`src/rtl/fetch_pc_unit.sv`:
```
// Instruction-fetch stage: owns the program counter, fetches one word per instruction
// over a req/ready handshake and holds it for the decoder until it is consumed.
module fetch_pc_unit #(
  parameter logic [31:0] RESET_PC   = 32'h0040_0000,
  parameter int          WAIT_LIMIT = 16
) (
  input  logic        clk,
  input  logic        reset,
  input  logic        Jump,
  input  logic        BranchEQ,
  input  logic        BranchNE,
  input  logic        Zero,
  input  logic [31:0] BranchImm,
  input  logic        Stall,
  input  logic        imem_ready,
  input  logic [31:0] imem_rdata,
  output logic        imem_req,
  output logic [31:0] imem_addr,
  output logic [31:0] Instruction,
  output logic        InstrValid,
  output logic [31:0] PC,
  output logic [31:0] PCPlus4,
  output logic        FetchError
);

  localparam int CW = (WAIT_LIMIT > 2) ? $clog2(WAIT_LIMIT) : 1;

  typedef enum logic [1:0] {
    IDLE,
    REQ,
    HOLD,
    ERR
  } state_t;

  state_t          state_q, state_d;
  logic [31:0]     pc_q, pc_d;
  logic [31:0]     instr_q, instr_d;
  logic            valid_q, valid_d;
  logic            req_q, req_d;
  logic            err_q, err_d;
  logic [CW-1:0]   cnt_q, cnt_d;

  logic [31:0]     pcPlus4;
  logic [31:0]     jumpTarget;
  logic [31:0]     branchTarget;
  logic            branchTaken;
  logic [31:0]     nextPc;

  assign pcPlus4      = pc_q + 32'd4;
  assign jumpTarget   = {pcPlus4[31:28], instr_q[25:0], 2'b00};
  assign branchTarget = pcPlus4 + {BranchImm[29:0], 2'b00};
  assign branchTaken  = (BranchEQ & Zero) | (BranchNE & ~Zero);

  // Jump has priority over any branch; everything else falls through to PC+4.
  always_comb begin
    nextPc = pcPlus4;
    if (Jump) begin
      nextPc = jumpTarget;
    end else if (branchTaken) begin
      nextPc = branchTarget;
    end
  end

  always_comb begin
    state_d = state_q;
    pc_d    = pc_q;
    instr_d = instr_q;
    valid_d = valid_q;
    err_d   = err_q;
    cnt_d   = cnt_q;
    case (state_q)
      IDLE: begin
        state_d = REQ;
      end
      REQ: begin
        if (imem_ready) begin
          instr_d = imem_rdata;
          valid_d = 1'b1;
          cnt_d   = '0;
          state_d = HOLD;
        end else if (cnt_q == CW'(WAIT_LIMIT - 1)) begin
          err_d   = 1'b1;
          state_d = ERR;
        end else begin
          cnt_d = cnt_q + CW'(1);
        end
      end
      HOLD: begin
        if (!Stall) begin
          pc_d    = nextPc;
          valid_d = 1'b0;
          state_d = REQ;
        end
      end
      ERR: begin
        valid_d = 1'b0;
        err_d   = 1'b1;
      end
      default: begin
        state_d = IDLE;
      end
    endcase
  end

  // The request is registered, so it is derived from the state being entered.
  assign req_d = (state_d == REQ);

  always_ff @(posedge clk or posedge reset) begin
    if (reset) begin
      state_q <= IDLE;
      pc_q    <= RESET_PC;
      instr_q <= '0;
      valid_q <= 1'b0;
      req_q   <= 1'b0;
      err_q   <= 1'b0;
      cnt_q   <= '0;
    end else begin
      state_q <= state_d;
      pc_q    <= pc_d;
      instr_q <= instr_d;
      valid_q <= valid_d;
      req_q   <= req_d;
      err_q   <= err_d;
      cnt_q   <= cnt_d;
    end
  end

  assign imem_req    = req_q;
  assign imem_addr   = pc_q;
  assign Instruction = instr_q;
  assign InstrValid  = valid_q;
  assign PC          = pc_q;
  assign PCPlus4     = pcPlus4;
  assign FetchError  = err_q;

endmodule

```
`config.mk`:
```
export PLATFORM = sky130hd
export DESIGN_NAME = fetch_pc_unit
export DESIGN_NICKNAME = d
export VERILOG_FILES = /design/src/rtl/fetch_pc_unit.sv
export SDC_FILE = /design/constraint.sdc
export NUM_CORES = 1
export LEC_CHECK = 0
export CAP_MARGIN = 20
export CORE_MARGIN = 1
export CORE_UTILIZATION = 46
export DETAILED_ROUTE_END_ITERATION = 12
export PLACE_DENSITY_LB_ADDON = 0.25
export SYNTH_ARGS = -nofsm -noshare
export SYNTH_HDL_FRONTEND = slang
export SYNTH_SLANG_ARGS = --single-unit
```
`constraint.sdc`:
```
create_clock -name clk -period 3.9 [get_ports clk]
set_clock_uncertainty 0.2 [all_clocks]
set_input_delay 1.17 -clock clk [delete_from_list [all_inputs] [get_ports clk]]
set_output_delay 1.17 -clock clk [all_outputs]
set_load 0.005 [all_outputs]
```
# Word-level counts from Yosys, hierarchy flattened
# Index checks and enable logic that the tools add are counted.
dict set report classes {
  n_addsub 3
  eq_ne 10
  muxes 14
  bitwise 5
  reduce_logical 8
}
# op n
set op_table {}
lappend op_table {{32-bit 2-to-1 mux} 2}
lappend op_table {{32-bit by 3-bit adder with 32-bit output, second input constant} 1}
lappend op_table {{32-bit adder} 1}
lappend op_table {{2-bit != test, second input constant} 5}
lappend op_table {{4-bit 2-to-1 mux} 2}
lappend op_table {{2-bit 2-to-1 mux} 3}
lappend op_table {{2-bit case mux with 3 select lines} 1}
lappend op_table {{2-bit AND reduction} 3}
lappend op_table {{3-bit AND reduction} 2}
lappend op_table {{4-bit by 1-bit adder with 4-bit output, second input constant} 1}
lappend op_table {{2-bit by 1-bit == test with 1-bit output, second input constant} 2}
lappend op_table {{2-bit == test, second input constant} 2}
lappend op_table {{4-bit == test, second input constant} 1}
lappend op_table {{1-bit 2-to-1 mux} 4}
lappend op_table {{1-bit case mux with 3 select lines} 1}
lappend op_table {{3-bit nonzero test} 1}
lappend op_table {{1-bit AND} 2}
lappend op_table {{2-bit zero test} 1}
lappend op_table {{1-bit inverter} 2}
lappend op_table {{1-bit case mux with 2 select lines} 1}
lappend op_table {{2-bit nonzero test} 1}
lappend op_table {{1-bit OR} 1}
dict set report word_totals {
  ff_bits 73
  input_bits 72
  out_inout_bits 131
}

# Longest topological paths before layout
dict set report logic_depth {
  depth_word 5
  mapped_depth 16
  depth_no_buf 15
}

# Least setup slack after synthesis
# Ideal clock, no wire load.
dict set report synth_timing {
  kind {in2reg}
  from {input port BranchImm[0]}
  to {register pc_q[28], in the netlist PC[28]}
  t_arrival_ns 3.454
  required_ns 3.624
  setup_slack_ns 0.169
  stages 10
  cell_sequence {ha_1 fa_1 a21o_1 a31o_4 nand3_4 a21oi_2 o41a_1 o41ai_2 mux2_1 o21ai_1}
}
dict set report synth_via {
  elab_chain_len 3
}
# item line
set synth_rtl {}
lappend synth_rtl {{from (decl)} 13} ;# input logic [31:0] BranchImm,
lappend synth_rtl {{32-bit adder} 51} ;# assign branchTarget = pcPlus4 + {BranchImm[29:0], 2'b00};
lappend synth_rtl {{32-bit 2-to-1 mux} 59} ;# end else if (branchTaken) begin
lappend synth_rtl {{32-bit 2-to-1 mux} 57} ;# if (Jump) begin
lappend synth_rtl {{to (signal assigned)} 119} ;# pc_q <= pc_d;
lappend synth_rtl {{to (decl)} 36} ;# logic [31:0] pc_q, pc_d;
# No other way between the ends.
# A chain may end at the register's enable or synchronous reset.

# Final worst setup path
dict set report layout_timing {
  from {register pc_q[3], in the netlist PC[3]}
  to {output port PCPlus4[21]}
}
dict set report layout_via {
  elab_chain_len 1
}
# item line
set layout_rtl {}
lappend layout_rtl {{32-bit by 3-bit adder with 32-bit output} 49} ;# assign pcPlus4 = pc_q + 32'd4;
lappend layout_rtl {{to (decl)} 22} ;# output logic [31:0] PCPlus4,
# No other way between the ends.

==> out/qor.txt <==
Yosys cell types -> 73
core footprint -> 12100 um^2
Slew Viols, Final -> 0
# rows -> 40
critical path buffer and inverter count -> 3
first-pass GRT wire length -> 30200 um
Sink Count -> 71
Post-Synth Simple-Gate Area -> 16.8%
drt first pass iters -> 5
HPWL Detailed -> 15100 um
Worst setup SP type -> flip-flop
# IOs -> 203
largest family of logic cells by synthesized area -> compound AO/OA/AOI/OAI gates
Syn Std Cell Area -> 5740 um^2
gp weighted congestion -> 0.934
TritonCTS clock tree -> yes
Final period util -> 98.5%
Vias -> 6034
Pwr Total -> 0.00607 W
asr flop ratio synth -> 100%
Post-Place Cells -> 1039
relative slew slack -> 58.5%
Tot GR Track Use -> 30.1%
die area -> 12900 um^2
Synth Area in Compound Gates -> 21.7%
adder-cell share of the synthesized area -> 8.42%
CP cell instances -> buf_4, and4_4, and3_4, nand3_2, nor2_4, xor2_2, buf_4, clkdlybuf4s50_1
Synth top area share -> 30.5%
number of levels in the clock H-tree -> 3
vias in the first global route -> 5748
fill count -> 912
Die X -> 114 um
Achievable Freq -> 0.260 GHz
Most used DFF post-synth -> dfrtp_1
ant diodes -> 0
Overflow after GRT -> 0
CP max stage delay -> 490 ps
final hold vios -> 0
peak supply drop -> 0.398 mV
Syn Area/Cell -> 8.90 um^2
final wirelength -> 19600 um
post-synthesis mux area share -> 7.22%
Yosys top cell by area -> dfrtp_1
Tmin final -> 3840 ps
Power Dens Cells -> 678 nW/um^2
DR DRC count -> 0
Leakage Power -> 4.09 nW
Port Buffers -> 194
initial antenna violation count -> 0
largest cells by area after synthesis -> dfrtp_1, ha_1, mux2_2
drt wl/cell -> 18.2 um
RSZ-0062 raised after global routing -> true
worst-margin pin slew -> 621 ps
HP Class -> reg2reg
cts hold-fix bufs -> 0
Clock transition at path regs -> 50 ps
Crit Path Class -> reg2out
number of CTS-inserted buffers -> 9
Max-cap violations -> 0
Cell Count, Final, Fillers Out -> 1075
Root Buffer -> clkbuf_16
Worst Path Arrival -> 2470 ps
Top delay family on crit path -> buffers and inverters
xor/xnor share of the synthesized area -> 7.76%
#FFs+latches synth -> 71
P&R area growth vs syn -> 56.1%
DR iter-0 viols -> 609
Critical Path RT -> 2530 ps
initial core utilization -> 47.4%
layout cells sized above 1 -> 24.9%
crit-path most repeated cell -> buf_4
Post-Syn Instances -> 645
synth warn -> 0
Worst-Skew Late Latency -> 320 ps
CTS max path bufs -> 2
CP max-delay cell -> clkdlybuf4s50_1
die height -> 114 um
nets@finish -> 1013
largest net degree at the start of global routing -> 53
# setup viols final -> 0
Via density -> 5.61
Post-synth EDFFs -> 0
CP max FO -> 5
number of routed nets with antenna violations -> 0
Crit. End Element -> output pin
sequential element share of the synthesized area -> 31.0%
status -> finished clean
## state kept, by name, summed over array words and instances (netlist names)
register	count
Instruction	32
PC	30
cnt_q	4
state_q	2
FetchError	1
InstrValid	1
imem_req	1
## power breakdown
group	switching, W	internal, W	total, W	leakage (nW)
clock	0.000286	0.000525	0.000810	0.145
combinational	0.00178	0.00220	0.00398	3.06
sequential	0.000286	0.000993	0.00128	0.884
## through the flow
| stage | util (%) | setup slack [ps] | hold slack [ps] | setup TNS (ps) | area, um^2 |
|---|---|---|---|---|---|
| finish | 74.0 | 57.6 | 264 | 0 | 8960 |
| global route | 74.0 | -99.3 | 296 | -221 | 8960 |
| CTS | 72.1 | -14.5 | 267 | -14.5 | 8730 |
| detailed placement | 67.9 | -411 | 253 | -3010 | 8220 |
| global placement | 67.9 | -378 | 253 | -2120 | 8220 |
| floorplan | - | 169 | 259 | 0 | 5760 |
## cells in the mapped netlist, drive strengths merged (9+ instances only)
cell     n
xnor2   35
a21oi   47
nand2   65
xor2    15
a21o    22
ha      37
nor3     9
dfrtp   70
nand3   21
mux2    35
clkbuf  17
nor2    38
a211oi  12
buf     44
inv     10
o21ai   49
and3    14
nand4   12
## layout by cell type (no fill, tap or decap), drive strengths merged, types with 3 or more instances in the layout
master	n
o21bai	3
a211oi	12
and4	8
dfrtp	70
o22ai	6
and2	3
mux2	35
clkdlybuf4s50	185
nand2b	5
xnor2	35
dlygate4sd2	6
nor2	38
nand2	65
o41ai	3
buf	109
nand4	12
or2	3
conb	6
clkbuf	12
a22oi	3
o21ai	49
a211o	5
o211ai	8
a31o	3
a21o	22
o31ai	3
ha	37
a31oi	6
and3	14
inv	10
a21oi	47
o21a	7
nand3	21
dlymetal6s2s	3
nor3	9
xor2	15
## area by class of cell
| cell class | count | area (um^2) | area share, % |
|---|---|---|---|
| sequential | 71 | 1780 | 19.9 |
| multi-input combinational | 508 | 3850 | 43.0 |
| clock inverter | 3 | 42.5 | 0.475 |
| clock buffer | 12 | 256 | 2.86 |
| timing repair buffer | 303 | 2780 | 31.0 |
| inverter | 10 | 37.5 | 0.419 |
| tap | 168 | 210 | 2.35 |
## layer usage
layer  up-vias  track usage (%)  routed length [um]
met5         -                0                   0
met4         0             8.25                 206
met3        21             4.46                1340
met2       273             47.9                9120
met1      2911             42.7                8950
li1       2829                -                   -
## path summary, 6_finish.rpt
kind | endpoint | startpoint | slack [ps] | cells past startpoint
worst max-delay path | PCPlus4[21] | PC[3] | 60 | 8
min in group asynchronous | PC[8] | reset | 1090 | 2
worst min register to register | FetchError | FetchError | 260 | 1
max in group asynchronous | PC[22] | reset | 1700 | 3
worst min-delay path | FetchError | FetchError | 260 | 1
worst max register to register | PC[29] | PC[2] | 100 | 16
## timing repair
action,4_1_cts,5_1_grt
gates resized for setup,33,33
setup buffers,12,9
hold endpoints to repair,0,0
endpoints found under the setup margin,11,20
pin swaps,16,18
## logic make-up after synthesis
group                      count (synthesis)
AOI/OAI and AO/OA                        190
and+or+nand+nor                          187
DFF                                       71
buffers and inverters                     71
xor gates and xnor gates                  50
adders and majority gates                 38
muxes                                     37
other                                      1
Power figures use the tool's default switching activity.
